## config.mk

```make
export PLATFORM = sky130hd
export DESIGN_NAME = led_marquee
export DESIGN_NICKNAME = d
export VERILOG_FILES = /design/src/rtl/led_pkg.sv /design/src/rtl/led_tick_gen.sv /design/src/rtl/led_marquee.sv
export SDC_FILE = /design/constraint.sdc
export NUM_CORES = 1
export LEC_CHECK = 0
export ABC_AREA = 0
export BUFFER_PORTS_ARGS = -buffer_cell sky130_fd_sc_hd__buf_2
export CORE_ASPECT_RATIO = 1.4
export CORE_MARGIN = 2
export CORE_UTILIZATION = 49
export CTS_CLUSTER_DIAMETER = 200
export DETAILED_ROUTE_END_ITERATION = 12
export GPL_TIMING_DRIVEN = 0
export PLACE_DENSITY_LB_ADDON = 0.12
export SETUP_SLACK_MARGIN = 0.4
export SYNTH_ARGS = -nofsm -noshare
export SYNTH_HDL_FRONTEND = slang
export SYNTH_SLANG_ARGS = --single-unit
```

## constraint.sdc

```tcl
create_clock -name clk -period 3.5 [get_ports clk]
set_clock_uncertainty 0.15 [all_clocks]
set_input_delay 0.7 -clock clk [delete_from_list [all_inputs] [get_ports clk]]
set_output_delay 0.7 -clock clk [all_outputs]
set_load 0.02 [all_outputs]
```

## src/rtl/led_pkg.sv

```systemverilog
// led_pkg: shared mode and direction encodings for the LED marquee.
package led_pkg;

  // Per-channel animation mode, as driven on mode_a / mode_b.
  typedef enum logic [1:0] {
    MODE_HOLD   = 2'd0,
    MODE_ROR    = 2'd1,
    MODE_ROL    = 2'd2,
    MODE_BOUNCE = 2'd3
  } mode_e;

  // Travel direction of a bouncing channel.
  typedef enum logic {
    DIR_RIGHT = 1'b0,
    DIR_LEFT  = 1'b1
  } dir_e;

endpackage : led_pkg

```

## src/rtl/led_tick_gen.sv

```systemverilog
// led_tick_gen: free-running DIV-bit counter with a one-cycle tick while the
// counter sits at all-ones. The tick is registered one count early so that it
// lines up exactly with the all-ones counter value.
module led_tick_gen #(
  parameter int unsigned DIV = 1
) (
  input  logic clk,
  input  logic rst,
  output logic tick
);

  localparam logic [DIV-1:0] CNT_LAST = '1;
  localparam logic [DIV-1:0] CNT_PRE  = CNT_LAST - DIV'(1);

  logic [DIV-1:0] cnt_q;
  logic [DIV-1:0] cnt_d;
  logic           tick_q;
  logic           tick_d;

  // Next count wraps naturally; tick goes high as the counter enters all-ones.
  always_comb begin
    cnt_d  = cnt_q + DIV'(1);
    tick_d = (cnt_q == CNT_PRE);
  end

  // Counter and tick registers; reset discards any pending tick.
  always_ff @(posedge clk or posedge rst) begin
    if (rst) begin
      cnt_q  <= '0;
      tick_q <= 1'b0;
    end else begin
      cnt_q  <= cnt_d;
      tick_q <= tick_d;
    end
  end

  assign tick = tick_q;

endmodule : led_tick_gen

```

## src/rtl/led_marquee.sv

```systemverilog
// led_marquee: two independently animated LED patterns OR-ed onto one bar.
// Channel A/B each pick the fast or slow tick (swapped by speed) and rotate,
// hold or (with LED_MARQUEE_BOUNCE_EN defined) bounce between the ends.
// Without LED_MARQUEE_BOUNCE_EN, mode 3 acts as HOLD and no direction state exists.
module led_marquee
  import led_pkg::*;
#(
  parameter int unsigned       WIDTH    = 16,
  parameter int unsigned       FAST_DIV = 23,
  parameter int unsigned       SLOW_DIV = 25,
  parameter logic [WIDTH-1:0]  INIT_A   = WIDTH'(32'h0000_8000),
  parameter logic [WIDTH-1:0]  INIT_B   = WIDTH'(32'h0000_0007)
) (
  input  logic             clk,
  input  logic             rst,
  input  logic             en,
  input  logic             speed,
  input  logic [1:0]       mode_a,
  input  logic [1:0]       mode_b,
  input  logic             load,
  output logic [WIDTH-1:0] led,
  output logic             tick_fast,
  output logic             tick_slow
);

  logic [WIDTH-1:0] pat_a_q, pat_a_d;
  logic [WIDTH-1:0] pat_b_q, pat_b_d;
  logic [WIDTH-1:0] led_q;
  logic             tick_a;
  logic             tick_b;
  mode_e            mode_a_e;
  mode_e            mode_b_e;
`ifdef LED_MARQUEE_BOUNCE_EN
  dir_e             dir_a_q, dir_a_d;
  dir_e             dir_b_q, dir_b_d;
`endif

  led_tick_gen #(.DIV(FAST_DIV)) u_tick_fast (
    .clk  (clk),
    .rst  (rst),
    .tick (tick_fast)
  );

  led_tick_gen #(.DIV(SLOW_DIV)) u_tick_slow (
    .clk  (clk),
    .rst  (rst),
    .tick (tick_slow)
  );

  // One rotation step; HOLD and any unsupported mode leave the pattern alone.
  function automatic logic [WIDTH-1:0] rotate_step(input logic [WIDTH-1:0] pat,
                                                   input mode_e            mode);
    rotate_step = pat;
    case (mode)
      MODE_ROR: rotate_step = {pat[0], pat[WIDTH-1:1]};
      MODE_ROL: rotate_step = {pat[WIDTH-2:0], pat[WIDTH-1]};
      default:  rotate_step = pat;
    endcase
  endfunction

`ifdef LED_MARQUEE_BOUNCE_EN
  // One bounce step: flip at the end being pushed against, then shift the new way.
  // Empty and full bars are frozen so they never lose or gain lit bits.
  function automatic void bounce_step(input  logic [WIDTH-1:0] pat,
                                      input  dir_e             dir,
                                      output logic [WIDTH-1:0] pat_n,
                                      output dir_e             dir_n);
    dir_n = dir;
    pat_n = pat;
    if ((pat != '0) && (pat != '1)) begin
      if ((dir == DIR_RIGHT) && pat[0]) begin
        dir_n = DIR_LEFT;
      end else if ((dir == DIR_LEFT) && pat[WIDTH-1]) begin
        dir_n = DIR_RIGHT;
      end
      pat_n = (dir_n == DIR_RIGHT) ? (pat >> 1) : (pat << 1);
    end
  endfunction
`endif

  assign mode_a_e = mode_e'(mode_a);
  assign mode_b_e = mode_e'(mode_b);
  assign tick_a   = speed ? tick_slow : tick_fast;
  assign tick_b   = speed ? tick_fast : tick_slow;

  // Next pattern per channel: load beats an enabled tick, otherwise hold.
  always_comb begin
    pat_a_d = pat_a_q;
    pat_b_d = pat_b_q;
`ifdef LED_MARQUEE_BOUNCE_EN
    dir_a_d = dir_a_q;
    dir_b_d = dir_b_q;
`endif
    if (load) begin
      pat_a_d = INIT_A;
      pat_b_d = INIT_B;
`ifdef LED_MARQUEE_BOUNCE_EN
      dir_a_d = DIR_RIGHT;
      dir_b_d = DIR_LEFT;
`endif
    end else begin
      if (en && tick_a) begin
`ifdef LED_MARQUEE_BOUNCE_EN
        if (mode_a_e == MODE_BOUNCE) bounce_step(pat_a_q, dir_a_q, pat_a_d, dir_a_d);
        else                         pat_a_d = rotate_step(pat_a_q, mode_a_e);
`else
        pat_a_d = rotate_step(pat_a_q, mode_a_e);
`endif
      end
      if (en && tick_b) begin
`ifdef LED_MARQUEE_BOUNCE_EN
        if (mode_b_e == MODE_BOUNCE) bounce_step(pat_b_q, dir_b_q, pat_b_d, dir_b_d);
        else                         pat_b_d = rotate_step(pat_b_q, mode_b_e);
`else
        pat_b_d = rotate_step(pat_b_q, mode_b_e);
`endif
      end
    end
  end

  // Pattern, direction and LED registers; led tracks the patterns in the same cycle.
  always_ff @(posedge clk or posedge rst) begin
    if (rst) begin
      pat_a_q <= INIT_A;
      pat_b_q <= INIT_B;
      led_q   <= INIT_A | INIT_B;
`ifdef LED_MARQUEE_BOUNCE_EN
      dir_a_q <= DIR_RIGHT;
      dir_b_q <= DIR_LEFT;
`endif
    end else begin
      pat_a_q <= pat_a_d;
      pat_b_q <= pat_b_d;
      led_q   <= pat_a_d | pat_b_d;
`ifdef LED_MARQUEE_BOUNCE_EN
      dir_a_q <= dir_a_d;
      dir_b_q <= dir_b_d;
`endif
    end
  end

  assign led = led_q;

endmodule : led_marquee

```

# Word level (Yosys, flattened, before mapping)
# Cells that the tools add are included.
dict set report word_totals {
  out_inout_bits 18
  latchBits 0
  word_cells 26
  memories 0
  rom_bits 0
  register_bits 98
  in_bits 9
  ramBits 0
}
dict set report classes {
  bitwise 1
  magnitude_cmp 0
  n_shift 0
  eq_ne 6
  n_reduce_logical 2
  mul 0
  n_addsub 2
  n_mux 8
  div 0
}
# op n
set ops {}
lappend ops {{$mux W16} 4}
lappend ops {{$pmux W16 S2} 2}
lappend ops {{$add A25 B1 Y25 const B} 1}
lappend ops {{$eq A25 B25 Y1 const B} 1}
lappend ops {{$add A23 B1 Y23 const B} 1}
lappend ops {{$eq A23 B23 Y1 const B} 1}
lappend ops {{$or A16 B16 Y16} 1}
lappend ops {{$eq A2 B1 Y1 const B} 2}
lappend ops {{$eq A2 B2 Y1 const B} 2}
lappend ops {{$logic_and A1 B1 Y1} 2}
lappend ops {{$mux W1} 2}

# Longest topological paths before layout
dict set report logic_depth {
  word_depth 5
  mapped_depth 7
  depth_no_buf 5
}

# By module
# Synthesis repeated with hierarchy kept, for this count alone.
dict set report hier_totals {
  cells_unflattened 445
  hier_area_um2 4782.1
}
# module area_per_inst_um2 cells_each seq_area_each_um2 instances
set modules_own_cells {}
lappend modules_own_cells {led_marquee 2534.9 258 1211.2 1}
lappend modules_own_cells {{led_tick_gen (u_tick_slow)} 1177.4 99 650.6 1}
lappend modules_own_cells {{led_tick_gen (u_tick_fast)} 1069.8 88 600.6 1}

# Worst setup path after synthesis
# No wires, ideal clock.
dict set report synth_timing {
  kind {input to register}
  startpoint {input mode_b[0]}
  endpoint {register led_q[10], in the netlist led[10]}
  path_buffers 2
  cell_stages 7
  t_arrival_ns 1.858
  required_ns 3.214
  setup_slack_ns 1.355
  setup_time_ns 0.136
  path_cell_list {inv_1 ha_1 nor3b_1 buf_2 buf_6 mux2i_1 a21oi_1}
}
dict set report synth_via {
  elab_chain_len 5
  elab_cells_between_ends 6
  cone_classes {eq/ne: 2; mux: 3; bitwise: 1}
}
# element line_no
set synth_rtl {}
lappend synth_rtl {{from (decl)} led_marquee.sv:19} ;# input logic [1:0] mode_b,
lappend synth_rtl {{$eq A2 B2 Y1 / $eq A2 B1 Y1 (equally long branches)} led_marquee.sv:54} ;# case (mode)
lappend synth_rtl {{$pmux W16 S2 (*)} led_marquee.sv:54}
lappend synth_rtl {{$mux W16 (*)} led_marquee.sv:110} ;# if (en && tick_b) begin
lappend synth_rtl {{$mux W16 (*)} led_marquee.sv:94} ;# if (load) begin
lappend synth_rtl {{$or A16 B16 Y16 (*)} led_marquee.sv:134} ;# led_q <= pat_a_d | pat_b_d;
lappend synth_rtl {{to (signal assigned)} led_marquee.sv:126} ;# led_q <= INIT_A | INIT_B;
lappend synth_rtl {{to (signal assigned)} led_marquee.sv:134}
lappend synth_rtl {{to (decl)} led_marquee.sv:28} ;# logic [WIDTH-1:0] led_q;
# Every way passes the cells marked *; elsewhere a longest branch is shown, timed or not.

# Worst setup path after layout
dict set report layout_timing {
  startpoint {input mode_a[0]}
  endpoint {register led_q[11], in the netlist led[11]}
}
dict set report layout_via {
  elab_chain_len 5
  elab_cells_between_ends 6
  cone_classes {eq/ne: 2; mux: 3; bitwise: 1}
}
# element line_no
set layout_rtl {}
lappend layout_rtl {{from (decl)} led_marquee.sv:18} ;# input logic [1:0] mode_a,
lappend layout_rtl {{$eq A2 B2 Y1 / $eq A2 B1 Y1 (equally long branches)} led_marquee.sv:54}
lappend layout_rtl {{$pmux W16 S2 (*)} led_marquee.sv:54}
lappend layout_rtl {{$mux W16 (*)} led_marquee.sv:102} ;# if (en && tick_a) begin
lappend layout_rtl {{$mux W16 (*)} led_marquee.sv:94}
lappend layout_rtl {{$or A16 B16 Y16 (*)} led_marquee.sv:134}
# Marked as above.

==> results_tabular.tex <==
\begin{tabular}{lr}
\hline
Metric & Value \\
\hline
\multicolumn{2}{l}{\textbf{Run status}} \\
Status & completed \\
\multicolumn{2}{l}{\textbf{Drt}} \\
Total number of vias & 2863 \\
WL/cell & 15.43 µm \\
Post-route antenna net violation count & 0 \\
Final wirelength & 8.165 mm \\
Number of design-rule violations left by the first detailed-router iteration & 117 \\
Pre-Repair DR Iteration Count & 4 \\
Remaining design rule violation count & 0 \\
Vias/cell & 5.412 \\
\multicolumn{2}{l}{\textbf{Timing}} \\
Slew of the pin with the lowest slew margin & 0.6746 ns \\
Minimum hold slack & 0.3038 ns \\
Number of endpoints with negative hold slack in the final report & 0 \\
Highest achievable clock rate & 0.4732 GHz \\
Unrepaired setup endpoints after global routing & no \\
\# setup viols final & 0 \\
Max-slew headroom & 0.5493 \\
Minimum clock period & 2.113 ns \\
Accumulated negative setup slack & 0 ns \\
Max-slew violation count & 0 \\
Final Cycle Share & 0.6038 \\
\multicolumn{2}{l}{\textbf{Power and ir drop}} \\
Static leakage power & 2.244 nW \\
Total power & 2.113 mW \\
Pwr dens & 423.0 nW/µm² \\
Max IR drop VDD & 260.7 µV \\
\multicolumn{2}{l}{\textbf{Floorplan}} \\
Die W & 84.26 µm \\
Total I/O pin count & 27 \\
Core area & 8875 µm² \\
Chip height & 116.4 µm \\
Placement Rows & 41 \\
Area of the die & 9805 µm² \\
Initial standard-cell utilization of the core & 0.4980 \\
\multicolumn{2}{l}{\textbf{Layout}} \\
Final instance area & 4995 µm² \\
Final standard cell utilization of the core & 0.5628 \\
Final-layout fill cell count & 783 \\
Total number of nets in the final design & 434 \\
Area Overhead vs Synth & 13.02\% \\
Antenna diode instance count & 0 \\
Fraction of final layout cells with drive strength greater than 1 & 0.1374 \\
\multicolumn{2}{l}{\textbf{Worst setup path}} \\
Data required, critical path & 3.55 ns \\
Worst setup path category & in -> reg \\
CP Launch Type & input port \\
CP Capture Type & register \\
Register-to-register setup slack & 1.64 ns \\
Cells on worst reg2reg path & 6 \\
Crit Reg-Reg Startpoint & u\_tick\_fast.cnt\_q[0]\$\_DFF\_PP0\_ \\
Arrival time of the worst setup path & 2.17 ns \\
Largest driver fanout on the critical path & 10 \\
Capture point of the worst reg-to-reg path & u\_tick\_fast.cnt\_q[14]\$\_DFF\_PP0\_ \\
\multicolumn{2}{l}{\textbf{Synth}} \\
XOR/XNOR share of the synthesized area & 0.08720 \\
Share of the synthesized area in compound gates (AO/OA/AOI/OAI) & 0.07701 \\
Post-Synth Adder-Cell Area & 0.02265 \\
Yosys cell types & 28 \\
Share of synthesized area spent on multiplexers & 0.07701 \\
Post-Synth Simple-Gate Area & 0.1498 \\
Total nets after synthesis & 396 \\
Portion of the post-synthesis area used by sequential elements & 0.5572 \\
Post-synthesis cell count & 379 \\
Flip-flop and latch count after synthesis & 98 \\
Dominant combinational cell family by area after synthesis & simple AND/OR/NAND/NOR gates \\
Average instance area after synthesis & 11.66 µm² \\
Yosys warning total & 0 \\
Post-synthesis cell area & 4419 µm² \\
\multicolumn{2}{l}{\textbf{Global routing}} \\
Largest net degree at the start of global routing & 38 \\
Met3 capacity usage during global routing & 0.03534 \\
Global Route met1 Usage & 0.2195 \\
Antenna violations before repair & 0 \\
Global-route wire length before repair & 14.04 mm \\
Total Routing Usage GR & 0.1822 \\
Peak-usage layer in the global routing report & met2 \\
Via count of the first global-routing pass & 2954 \\
Met2 Resource Use GR & 0.3122 \\
Remaining global-route overflow & 0 \\
\multicolumn{2}{l}{\textbf{Clock network}} \\
Resize count post-CTS & 0 \\
Clock transition at the registers of the reported paths & 0.06 ns \\
Clk sink count & 98 \\
Source-to-sink clock delay at the later pin of the worst-skew pair & 0.34 ns \\
Postcts setup bufs & 0 \\
H-tree Lvls & 3 \\
Clock tree from TritonCTS & built \\
Buffer depth of the longest clock path & 2 \\
Root Buffer Master & sky130\_fd\_sc\_hd\_\_clkbuf\_16 \\
Num CTS Buffers & 9 \\
Number of buffers inserted for hold repair after clock tree synthesis & 0 \\
\multicolumn{2}{l}{\textbf{Placement}} \\
Port Buf Inserts & 25 \\
Detailed placer's ending HPWL & 5.959 mm \\
Cell area reported after detailed placement & 4722 µm² \\
Routability cong. & 0.7523 \\
\multicolumn{2}{l}{\textbf{Hold path}} \\
Classification of the worst-slack hold path & in -> async \\
\multicolumn{2}{l}{\textbf{Job}} \\
\# Max-Cap Violations & 0 \\
\hline
\end{tabular}
flip-flops by register name, summed over array words and instances (netlist names):
name,cells
led,16
pat_a_q,16
pat_b_q,16
u_tick_fast.cnt_q,23
u_tick_fast.tick,1
u_tick_slow.cnt_q,25
u_tick_slow.tick,1
area by class of cell:
class | instances | area, µm² | share of cell area
repair buffers | 27 | 165.2 | 0.03307
well taps | 107 | 133.9 | 0.02680
clock inverters | 4 | 26.28 | 0.005261
multi-input cells | 252 | 1828 | 0.3660
flip-flops and latches | 98 | 2462 | 0.4930
inverters | 11 | 45.04 | 0.009018
plain buffers | 18 | 87.58 | 0.01754
clock buffers | 12 | 246.5 | 0.04935
metrics by stage:
| step | cells | setup WS (ns) |
|---|---|---|
| 2_1_floorplan | 379 | 1.355 |
| 3_3_place_gp | 511 | 0.8360 |
| 3_5_place_dp | 513 | 1.030 |
| 4_1_cts | 529 | 1.387 |
| 5_1_grt | 529 | 1.280 |
| 6_report | 529 | 1.387 |
Yosys cell counts (all sizes together):
master,instances,area share
and2,2,0.0028
nand3,22,0.025
nand2,18,0.015
and3,6,0.0085
and4,4,0.0079
nand4,15,0.024
nor2,33,0.028
nand3b,4,0.0068
xor2,9,0.018
dfstp,8,0.048
a22o,32,0.063
dfrtp,90,0.51
xnor2,35,0.069
buf,4,0.0079
inv,11,0.0093
clkbuf,14,0.012
or2,1,0.0014
mux2i,34,0.077
nor4,5,0.014
nor3,5,0.0057
nand2b,5,0.0071
nor3b,2,0.0034
a21oi,12,0.014
ha,8,0.023
worst max-delay path by stage:
stage / startpoint / endpoint / cells after the start
after floorplan: mode_b[0] / led[10]$_DFF_PP0_ / 7
after global placement: rst / pat_a_q[11]$_DFF_PP0_ / 2
after detailed placement: mode_a[0] / led[11]$_DFF_PP0_ / 8
after CTS: mode_a[0] / led[11]$_DFF_PP0_ / 8
after global routing: mode_b[0] / led[12]$_DFF_PP0_ / 8
final: mode_a[0] / led[11]$_DFF_PP0_ / 8
cells in the final DEF (no fill, tap or decap):
cell and instances:
sky130_fd_sc_hd__clkbuf_16 9, sky130_fd_sc_hd__clkbuf_8 1, sky130_fd_sc_hd__clkbuf_1 16, sky130_fd_sc_hd__nand2_1 18
sky130_fd_sc_hd__buf_12 2, sky130_fd_sc_hd__clkinvlp_4 2, sky130_fd_sc_hd__and4_1 4, sky130_fd_sc_hd__and2_1 2
sky130_fd_sc_hd__inv_1 10, sky130_fd_sc_hd__buf_6 2, sky130_fd_sc_hd__and3_1 6, sky130_fd_sc_hd__nor4_1 3
sky130_fd_sc_hd__nor2_1 33, sky130_fd_sc_hd__nand4_1 13, sky130_fd_sc_hd__nand2b_1 5, sky130_fd_sc_hd__dfrtp_1 90
sky130_fd_sc_hd__buf_4 1, sky130_fd_sc_hd__nand3b_1 4, sky130_fd_sc_hd__clkinv_2 2, sky130_fd_sc_hd__or2_1 1
sky130_fd_sc_hd__nor3b_1 2, sky130_fd_sc_hd__xnor2_1 35, sky130_fd_sc_hd__nand3_1 22, sky130_fd_sc_hd__xor2_1 9
sky130_fd_sc_hd__a22o_1 32, sky130_fd_sc_hd__ha_1 8, sky130_fd_sc_hd__nor3_1 5, sky130_fd_sc_hd__dfstp_2 8
sky130_fd_sc_hd__buf_2 26, sky130_fd_sc_hd__a21oi_1 12, sky130_fd_sc_hd__nor4_4 2, sky130_fd_sc_hd__nand4_2 2
sky130_fd_sc_hd__inv_6 1, sky130_fd_sc_hd__mux2i_1 34
report_power, final:
part,internal [mW],switching [mW]
Sequential,1.13,0.000000000000000125
Clock,0.502,0.410
Combinational,0.0185,0.0493
Total,1.65,0.460
kinds of logic after synthesis:
family                   Yosys count
AND/OR/NAND/NOR                  122
buffers and inverters             29
multiplexers                      34
adder cells (fa/ha/maj)            8
AO/OA/AOI/OAI                     44
XOR/XNOR                          44
flip-flops                        98
layer usage:
layer	vias to the layer above	wire, µm
met4	0	206
met2	36	4114
met5	-	0
met3	14	203
met1	1411	3641
li1	1402	-
critical path, cell delays in order:
cell                      delay, ns
sky130_fd_sc_hd__buf_2         0.09
sky130_fd_sc_hd__inv_1         0.04
sky130_fd_sc_hd__ha_1          0.32
sky130_fd_sc_hd__nor3b_1       0.21
sky130_fd_sc_hd__buf_4         0.21
sky130_fd_sc_hd__buf_6         0.19
sky130_fd_sc_hd__mux2i_1       0.28
sky130_fd_sc_hd__a21oi_1       0.11
(Power assumes the default switching activity.)
